==> src/rtl/seg_scan_driver.sv <==
// Six-digit multiplexed 7-segment scan driver with frame snapshot and blink.
// Ports: CLK, RESETN, IN_* page data/mask -> OUT_SEG, OUT_COM, OUT_FRAME.
module seg_scan_driver #(
  parameter int SCAN_DIV  = 1000,
  parameter int DEAD_CYC  = 2,
  parameter int BLINK_DIV = 500000,
  parameter int SEG_INV   = 0,
  parameter int COM_INV   = 1
) (
  input  logic        CLK,
  input  logic        RESETN,
  input  logic [1:0]  IN_PAGE_SEL,
  input  logic [16:0] IN_TIME,
  input  logic [15:0] IN_DATE,
  input  logic [16:0] IN_ALARM_TIME,
  input  logic [2:0]  IN_BLINK_MASK,
  output logic [7:0]  OUT_SEG,
  output logic [5:0]  OUT_COM,
  output logic        OUT_FRAME
);

  localparam int SW = (SCAN_DIV > 1) ? $clog2(SCAN_DIV) : 1;
  localparam int BW = (BLINK_DIV > 1) ? $clog2(BLINK_DIV) : 1;
  localparam logic [SW-1:0] SC_LAST = SW'(SCAN_DIV - 1);
  localparam logic [SW-1:0] DEAD_LIM = SW'(DEAD_CYC);
  localparam logic [BW-1:0] BL_LAST = BW'(BLINK_DIV - 1);
  localparam logic [7:0] SEG_X = (SEG_INV != 0) ? 8'hFF : 8'h00;
  localparam logic [5:0] COM_X = (COM_INV != 0) ? 6'h3F : 6'h00;

  logic [SW-1:0] scan_cnt_q, scan_cnt_d;
  logic [2:0]    idx_q, idx_d;
  logic [BW-1:0] blink_cnt_q, blink_cnt_d;
  logic          blink_ph_q, blink_ph_d;
  logic [1:0]    page_q, page_d;
  logic [16:0]   time_q, time_d;
  logic [15:0]   date_q, date_d;
  logic [16:0]   alarm_q, alarm_d;
  logic [2:0]    mask_q, mask_d;
  logic [7:0]    out_seg_q, out_seg_d;
  logic [5:0]    out_com_q, out_com_d;
  logic          out_frame_q, out_frame_d;

  logic          scan_last;
  logic          bl_last;
  logic          wrap;
  logic [6:0]    hi, mid, lo, fld, digit;
  logic          mbit;
  logic [7:0]    seg;
  logic [5:0]    com;

  function automatic logic [6:0] lut(input logic [6:0] d);
    logic [6:0] r;
    r = 7'h00;
    case (d)
      7'd0: r = 7'h3F;
      7'd1: r = 7'h06;
      7'd2: r = 7'h5B;
      7'd3: r = 7'h4F;
      7'd4: r = 7'h66;
      7'd5: r = 7'h6D;
      7'd6: r = 7'h7D;
      7'd7: r = 7'h07;
      7'd8: r = 7'h7F;
      7'd9: r = 7'h6F;
      default: r = 7'h00;
    endcase
    return r;
  endfunction

  // Timebase and frame snapshot
  always_comb begin
    scan_last   = (scan_cnt_q == SC_LAST);
    wrap        = scan_last && (idx_q == 3'd5);
    scan_cnt_d  = scan_last ? '0 : scan_cnt_q + 1'b1;
    idx_d       = idx_q;
    if (scan_last) idx_d = (idx_q == 3'd5) ? 3'd0 : idx_q + 3'd1;
    bl_last     = (blink_cnt_q == BL_LAST);
    blink_cnt_d = bl_last ? '0 : blink_cnt_q + 1'b1;
    blink_ph_d  = blink_ph_q ^ bl_last;
    page_d      = wrap ? IN_PAGE_SEL   : page_q;
    time_d      = wrap ? IN_TIME       : time_q;
    date_d      = wrap ? IN_DATE       : date_q;
    alarm_d     = wrap ? IN_ALARM_TIME : alarm_q;
    mask_d      = wrap ? IN_BLINK_MASK : mask_q;
  end

  // Digit decode from the snapshot only
  always_comb begin
    hi  = '0;
    mid = '0;
    lo  = '0;
    case (page_q)
      2'd0: begin
        hi  = {2'b0, time_q[16:12]};
        mid = {1'b0, time_q[11:6]};
        lo  = {1'b0, time_q[5:0]};
      end
      2'd1: begin
        hi  = date_q[15:9];
        mid = {3'b0, date_q[8:5]};
        lo  = {2'b0, date_q[4:0]};
      end
      2'd2: begin
        hi  = {2'b0, alarm_q[16:12]};
        mid = {1'b0, alarm_q[11:6]};
        lo  = {1'b0, alarm_q[5:0]};
      end
      default: ;
    endcase
    case (idx_q)
      3'd0, 3'd1: begin fld = hi;  mbit = mask_q[2]; end
      3'd2, 3'd3: begin fld = mid; mbit = mask_q[1]; end
      default:    begin fld = lo;  mbit = mask_q[0]; end
    endcase
    digit = idx_q[0] ? (fld % 7'd10) : (fld / 7'd10);
    seg   = (fld > 7'd99) ? 8'h40 : {1'b0, lut(digit)};
    if (page_q == 2'd1 && (idx_q == 3'd1 || idx_q == 3'd3)) seg[7] = 1'b1;
    if (page_q == 2'd3 || (blink_ph_q && mbit)) seg = 8'h00;
    com = (scan_cnt_q < DEAD_LIM) ? 6'h00 : (6'b1 << idx_q);
    // Inversion is applied last, after blanking and dp
    out_seg_d   = seg ^ SEG_X;
    out_com_d   = com ^ COM_X;
    out_frame_d = wrap;
  end

  always_ff @(posedge CLK or negedge RESETN) begin
    if (!RESETN) begin
      scan_cnt_q  <= '0;
      idx_q       <= '0;
      blink_cnt_q <= '0;
      blink_ph_q  <= 1'b0;
      page_q      <= '0;
      time_q      <= '0;
      date_q      <= '0;
      alarm_q     <= '0;
      mask_q      <= '0;
      out_seg_q   <= SEG_X;
      out_com_q   <= COM_X;
      out_frame_q <= 1'b0;
    end else begin
      scan_cnt_q  <= scan_cnt_d;
      idx_q       <= idx_d;
      blink_cnt_q <= blink_cnt_d;
      blink_ph_q  <= blink_ph_d;
      page_q      <= page_d;
      time_q      <= time_d;
      date_q      <= date_d;
      alarm_q     <= alarm_d;
      mask_q      <= mask_d;
      out_seg_q   <= out_seg_d;
      out_com_q   <= out_com_d;
      out_frame_q <= out_frame_d;
    end
  end

  assign OUT_SEG   = out_seg_q;
  assign OUT_COM   = out_com_q;
  assign OUT_FRAME = out_frame_q;

endmodule

==> config.mk <==
export PLATFORM = sky130hd
export DESIGN_NAME = seg_scan_driver
export DESIGN_NICKNAME = d
export VERILOG_FILES = /design/src/rtl/seg_scan_driver.sv
export SDC_FILE = /design/constraint.sdc
export NUM_CORES = 1
export LEC_CHECK = 0
export CORE_UTILIZATION = 40
export CTS_CLUSTER_SIZE = 16
export DETAILED_ROUTE_END_ITERATION = 10
export DONT_BUFFER_PORTS = 1
export PLACE_DENSITY_LB_ADDON = 0.2
export SLEW_MARGIN = 20
export SYNTH_ARGS = -nofsm -noshare
export SYNTH_HDL_FRONTEND = slang
export SYNTH_SLANG_ARGS = --single-unit
==> constraint.sdc <==
create_clock -name CLK -period 6.75 [get_ports CLK]
set_input_delay 1.35 -clock CLK [delete_from_list [all_inputs] [get_ports CLK]]
set_output_delay 1.35 -clock CLK [all_outputs]
set_load 0.005 [all_outputs]
==> results_dict.tcl, run 1 <==
set metrics [dict create \
    run_status "finished, final reports clean" \
    largest_net_degree_at_the_start_of_global_routing 104 \
    area_of_the_mapped_netlist_um2 5660 \
    hold_viol 0 \
    number_of_vias_per_cell_after_detailed_routing 5.64 \
    post_synthesis_mux_area_share_pct 14.6 \
    grt.overflow.total 0 \
    power.density_cell_area_nw_per_um2 186 \
    setup_violations 0 \
    synth_edf_count 0 \
    p_leak_nw 2.86 \
    routability_congestion 0.874 \
    yosysMostFrequentCell "sky130_fd_sc_hd__dfrtp_1" \
    synth_top_area_share_pct 42.9 \
    relative_slew_slack_pct 46.0 \
    drt-pass1-iter-count 5 \
    synth_compound_gate_area_share_pct 16.2 \
    clock_sinks 103 \
    fin_skew_ns 0.0118 \
    synthXorXnorAreaFrac_pct 4.18 \
    worst_path_largest_cell_delay_ns 0.60 \
    synth.top_cells.by_area "sky130_fd_sc_hd__dfrtp_1, sky130_fd_sc_hd__mux2_2, sky130_fd_sc_hd__ha_1" \
    power.total_mw 1.18 \
    hold_path.class "reg2reg" \
    wl_per_cell_um 17.7 \
    antenna_found_initial 0 \
    ratio_of_cells_with_drive_above_1_in_the_final_layout_pct 24.7 \
    core_area_um2 13800 \
    critical_path.most_common_cell "sky130_fd_sc_hd__ha_1" \
    crit_path_top_delay_cell "sky130_fd_sc_hd__or4_1" \
    worst_setup_path_start_kind "register" \
    numPlacedInstances 693 \
    place_worst_setup_slack_ns 0.0144 \
    residual_antenna_violating_net_count_after_detailed_routing 0 \
    drt_iter0_drc 267 \
    vias_in_the_first_global_route 3970 \
    initial_core_util_pct 40.9 \
    synthesized_netlist_net_count 588 \
    diodes 0 \
    synth_flop_cell "sky130_fd_sc_hd__dfrtp_1" \
    floorplan_die_area_um2 14600 \
    num-fill-cells 1262 \
    critical_path_required_ns 6.99 \
    ys_top_cells_by_count "sky130_fd_sc_hd__dfrtp_1, sky130_fd_sc_hd__mux2_2, sky130_fd_sc_hd__nor2_1, sky130_fd_sc_hd__nand2_1, sky130_fd_sc_hd__nand3_1" \
    count_of_max_cap_constraint_violations 0 \
    synth-seq-cells 103 \
    cp_cell_instances "and2_1 -> ha_2 -> or2_0 -> a221o_1 -> ha_1 -> a21o_1 -> o31ai_2 -> xor2_2 -> o21ai_0 -> o21ai_0 -> ha_1 -> a21bo_2 -> o41a_1 -> a2111oi_4 -> nor3_2 -> o221a_4 -> or4_1 -> o21ai_2 -> inv_1 -> ha_1 -> mux2_1 -> a211oi_1" \
    cts.root.buffer_cell "sky130_fd_sc_hd__clkbuf_16" \
    route.vias.total 4029 \
    timing.final.crit_share_pct 93.8 \
    synthSimpleGateAreaFrac_pct 13.4 \
    stdcell_area_um2 6330 \
    nets 601 \
    dp_hpwl_um 9260 \
    synthToLayoutAreaGrowth_pct 11.9 \
    pin_count 72 \
    worst_pin_slew_ns 0.806 \
    grt_use_total_pct 18.6 \
    synthDistinctLibCells 78 \
    final.setup.worst_slack_ns 0.415 \
    floorplan.die.height_um 121 \
    yosysSeqAreaShare_pct 45.7 \
    number_of_buffers_inserted_for_hold_repair_after_clock_tree_synthesis 0 \
    grt_pass1_wl_um 20900 \
    cts_buffers 9 \
    die_w_um 121 \
    row_count 43 \
    postSynthAreaPerCell_um2 11.0 \
    htreeDepth 3 \
    power.ir.vdd_worst_uv 198 \
    clkSlewWorstSetupHoldPaths_ns 0.07 \
    worstSkewPairLatency_ns 0.36 \
    number_of_buffers_and_inverters_on_the_critical_path 1 \
    max_freq_ghz 0.158 \
    yosys.area.top_type "sky130_fd_sc_hd__dfrtp_1" \
    port_buffers 0 \
    synth-async-reset-ratio_pct 100 \
    tritoncts "yes" \
    worst_ep_arrival_time_ns 6.58 \
    postPlaceCellArea_um2 5940 \
    syn_inst 516 \
    post_detailed_route_drc_marker_count 0 \
    slew_violations 0 \
    layoutNonFillerInstCount 714 \
    core_occupancy_in_the_finished_layout_pct 45.8 \
    ctsLongestPathBuffers 2 \
    crit_family "compound AO/OA/AOI/OAI gates" \
    criticalPathCategory "reg2reg" \
    critical_path.endpoint_type "register" \
    worstPathMaxFanout 9 \
    yosys.area_share.adder_pct 3.32 \
    postRouteWirelength_um 12600 \
    period_needed_ns 6.33 \
    yosys_warnings 0 \
    main_combinational_cell_family_by_area_after_synthesis "compound AO/OA/AOI/OAI gates" \
]
## metrics by stage
step | hold slack (ns) | setup TNS [ns]
floorplan | 0.433 | 0
global placement | 0.448 | 0
detailed placement | 0.464 | 0
CTS | 0.474 | 0
global route | 0.496 | -0.00793
finish | 0.472 | 0
## layout make-up
class	count	area, µm²	share of cell area (%)
Multi-Input combinational cell	378	2970	46.8
Sequential cell	103	2590	40.9
Clock buffer	11	243	3.83
Tap cell	180	225	3.56
Timing Repair Buffer	24	180	2.85
Clock inverter	5	81.3	1.28
Inverter	13	48.8	0.771
## where the power goes
group	leakage (nW)	total [mW]	switching, mW	internal (mW)
registers	1.35	0.617	0	0.617
clock network	0.156	0.560	0.225	0.335
logic	1.36	0.000272	0	0.000270
## metal layers
metal  wire, µm  share of wire (%)  global-route usage (%)
met5          0                  0                       0
met3        803                6.4                    5.03
met2       5860                 46                    28.0
met1       5750                 46                    25.5
met4        204                1.6                    6.87
## cells by family after synthesis
family / Yosys count
compound gates: 113
simple gates: 148
flops: 103
mux: 75
buf+inv: 35
xor+xnor: 27
fa+ha+maj: 15
## layout by cell type (no fill, tap or decap), drive strengths merged, types with 4 or more instances in the layout
| master | instances |
|---|---|
| xor2 | 14 |
| nor3 | 8 |
| o211ai | 5 |
| a211oi | 8 |
| clkbuf | 11 |
| o21ai | 18 |
| dfstp | 6 |
| a21oi | 15 |
| nand3b | 4 |
| nand2 | 32 |
| nor4 | 6 |
| ha | 15 |
| mux2 | 59 |
| nand4 | 5 |
| or2 | 4 |
| o2bb2ai | 11 |
| nor2b | 6 |
| buf | 24 |
| mux2i | 16 |
| dfrtp | 97 |
| nor2 | 39 |
| inv | 13 |
| and2 | 7 |
| xnor2 | 13 |
| nand3 | 20 |
| or3 | 5 |
| a31oi | 5 |
| and3 | 5 |
## sequential cells by signal, indices dropped and copies added (netlist names)
signal	cells
idx_q	3
page_q	2
blink_cnt_q	19
date_q	16
mask_q	3
alarm_q	17
scan_cnt_q	10
OUT_FRAME	1
OUT_SEG	8
time_q	17
OUT_COM	6
blink_ph_q	1
## timing repair
item	CTS	global route
gates cloned	0	0
pin swaps	0	2
setup buffers	0	5
gates resized for setup	1	7
endpoints found under the setup margin	1	7
## final timing paths
path | cells after the start | start | endpoint | slack [ns]
min reg2reg | 1 | scan_cnt_q[0] | scan_cnt_q[0] | 0.47
min in group asynchronous | 0 | RESETN | OUT_SEG[3] | 0.69
max in group asynchronous | 0 | RESETN | OUT_COM[1] | 5.86
max | 22 | idx_q[1] | OUT_SEG[0] | 0.42
max reg2reg | 22 | idx_q[1] | OUT_SEG[0] | 0.42
min | 1 | scan_cnt_q[0] | scan_cnt_q[0] | 0.47
No activity file was read; power rests on OpenSTA's default activity.
==> inputs of run 2 (changes only) <==
--- a/config.mk
+++ b/config.mk
@@ -5,10 +5,12 @@
 export SDC_FILE = /design/constraint.sdc
 export NUM_CORES = 1
 export LEC_CHECK = 0
+export CORE_ASPECT_RATIO = 1.25
 export CORE_UTILIZATION = 40
 export CTS_CLUSTER_SIZE = 16
 export DETAILED_ROUTE_END_ITERATION = 10
 export DONT_BUFFER_PORTS = 1
+export MAX_ROUTING_LAYER = met4
 export PLACE_DENSITY_LB_ADDON = 0.2
 export SLEW_MARGIN = 20
 export SYNTH_ARGS = -nofsm -noshare
==> constraint.sdc (replaced) <==
create_clock -name CLK -period 5.2 [get_ports CLK]
set_input_delay 1.04 -clock CLK [delete_from_list [all_inputs] [get_ports CLK]]
set_output_delay 1.04 -clock CLK [all_outputs]
set_load 0.005 [all_outputs]
==> results_dict.tcl, run 2 (synthesis results as in run 1) <==
set metrics [dict create \
    antenna_found_initial 2 \
    biggest_regs "blink_cnt_q: 19 flops, alarm_q: 17 flops, time_q: 17 flops" \
    count_of_max_cap_constraint_violations 0 \
    tritoncts "yes" \
    power_frac_seq_pct 56.6 \
    post_detailed_route_drc_marker_count 0 \
    totalNegativeSetupSlack_ns -1.60 \
    worst_path_largest_cell_delay_ns 0.39 \
    route.vias.total 4291 \
    critical_path.endpoint_type "register" \
    wl_per_cell_um 17.7 \
    postRouteWirelength_um 13900 \
    worstPathMaxFanout 4 \
    intPower_mw 1.13 \
    period_needed_ns 5.50 \
    num-fill-cells 1301 \
    final-seq-area_um2 2590 \
    hold_viol 0 \
    cts_buffers 9 \
    clock_sinks 103 \
    hold_slack_ns 0.386 \
    grt_pass1_wl_um 22900 \
    grt_use_total_pct 21.0 \
    drt_iter0_drc 176 \
    slew_violations 0 \
    multi_input_area_um2 3240 \
    stdcell_area_um2 7160 \
    power.density_cell_area_nw_per_um2 198 \
    port_buffers 0 \
    floorplan.die.height_um 135 \
    initial_core_util_pct 41.0 \
    floorplan_die_area_um2 14600 \
    number_of_vias_per_cell_after_detailed_routing 5.47 \
    ctsLongestPathBuffers 2 \
    crit_family "compound AO/OA/AOI/OAI gates" \
    power.ir.vdd_worst_uv 173 \
    synthToLayoutAreaGrowth_pct 26.5 \
    crit_path_top_delay_cell "sky130_fd_sc_hd__dfrtp_1" \
    relative_slew_slack_pct 48.6 \
    setup.worst_path.end "OUT_SEG[3]" \
    worstSkewPairLatency_ns 0.35 \
    worst_r2r_startpoint "idx_q[1]" \
    timing.final.crit_share_pct 106 \
    fin_skew_ns 0.00790 \
    cts.root.buffer_cell "sky130_fd_sc_hd__clkbuf_16" \
    postPlaceCellArea_um2 6490 \
    most-common-layout-cells "sky130_fd_sc_hd__dfrtp_1, sky130_fd_sc_hd__buf_4, sky130_fd_sc_hd__mux2_2, sky130_fd_sc_hd__nor2_1, sky130_fd_sc_hd__nand2_1" \
    vias_in_the_first_global_route 4505 \
    criticalPathCategory "reg2reg" \
    grt.overflow.total 0 \
    net-switching-power_mw 0.283 \
    grt_setup_unrepaired "true" \
    number_of_buffers_and_inverters_on_the_critical_path 3 \
    switching_share_pct 20.0 \
    hold_path.class "in2async" \
    rr_endpoint "OUT_SEG[3]" \
    critical_path.most_common_cell "sky130_fd_sc_hd__ha_4" \
    pin_count 72 \
    core_area_um2 13800 \
    routability_congestion 0.892 \
    residual_antenna_violating_net_count_after_detailed_routing 0 \
    core_occupancy_in_the_finished_layout_pct 51.8 \
    max_freq_ghz 0.182 \
    final.setup.worst_slack_ns -0.298 \
    critical_path_cell_count 26 \
    clkSlewWorstSetupHoldPaths_ns 0.07 \
    ratio_of_cells_with_drive_above_1_in_the_final_layout_pct 39.5 \
    setup_violations 7 \
    largest_register_ff_count 19 \
    critical_path_required_ns 5.45 \
    largest_net_degree_at_the_start_of_global_routing 104 \
    worst_pin_slew_ns 0.769 \
    die_w_um 108 \
    run_status "complete, but fails checks" \
    drt-pass1-iter-count 5 \
    relative_contribution_of_combinational_cells_to_total_power_pct 0 \
    violations_in_the_final_reports "negative setup slack" \
    worst-r2r-cell-count 26 \
    worst-r2r-setup-slack_ns -0.30 \
    critPathLaunch "idx_q[1]" \
    nets 676 \
    regMostFlops "blink_cnt_q" \
    worst_ep_arrival_time_ns 5.74 \
    row_count 48 \
    dp_hpwl_um 10200 \
    number_of_buffers_inserted_for_hold_repair_after_clock_tree_synthesis 0 \
    p_leak_nw 3.25 \
    htreeDepth 3 \
    layout.cells.most_common "sky130_fd_sc_hd__dfrtp_1" \
    p_clk_share_pct 43.4 \
    worst_setup_path_start_kind "register" \
]
-- run 2: changes by cell type in the layout (fill, tap and decap cells not counted), sizes merged --
cell	previous run	this run
bufinv	2	0
diode	0	2
buf	24	99
-- run 2: repair_timing --
| item | 4_1_cts | 5_1_grt |
|---|---|---|
| setup endpoints to repair | 7 | 7 |
| pin swaps | 19 | 9 |
| buffers inserted | 17 | 4 |
| gates resized for setup | 32 | 20 |
-- run 2: how the worst min path moves through the flow --
| stage | start | endpoint | cells past startpoint |
|---|---|---|---|
| CTS | RESETN | time_q[6] | 0 |
| floorplan | scan_cnt_q[0] | scan_cnt_q[0] | 1 |
| global route | RESETN | time_q[6] | 0 |
| detailed placement | blink_cnt_q[4] | blink_cnt_q[4] | 1 |
| finish | RESETN | time_q[6] | 0 |
| global placement | scan_cnt_q[0] | scan_cnt_q[0] | 1 |
-- run 2: layout make-up --
type | count | area share (%)
clock buffers | 11 | 3.39
well taps | 175 | 3.06
clock inverters | 3 | 0.297
flip-flops and latches | 103 | 36.1
repair buffers | 99 | 11.1
inverters | 13 | 0.717
diodes | 2 | 0.0699
multi-input cells | 378 | 45.2
-- run 2: power groups by stage --
stage / combinational [mW] / clock [mW] / sequential (mW)
after floorplan: 0.000352 / 0 / 0.816
after global placement: 0.000352 / 0 / 0.816
after detailed placement: 0.000352 / 0 / 0.816
after CTS: 0.000352 / 0.633 / 0.801
after global routing: 0.000353 / 0.667 / 0.800
final: 0.000352 / 0.615 / 0.801
-- run 2: through the flow --
| stage | power, mW | cells | worst slack, ns |
|---|---|---|---|
| floorplan | 0.817 | 516 | -1.14 |
| CTS | 1.43 | 779 | -0.328 |
| global route | 1.47 | 784 | -0.515 |
| global placement | 0.817 | 748 | -0.483 |
| finish | 1.42 | 784 | -0.298 |
| detailed placement | 0.817 | 748 | -0.644 |
-- run 2: routing by layer --
| layer | part of all wire, % | GRT usage, % |
|---|---|---|
| met1 | 44 | 26.1 |
| met2 | 51 | 34.7 |
| met3 | 3.4 | 4.39 |
| met4 | 1.4 | 5.71 |
| met5 | 0 | - |
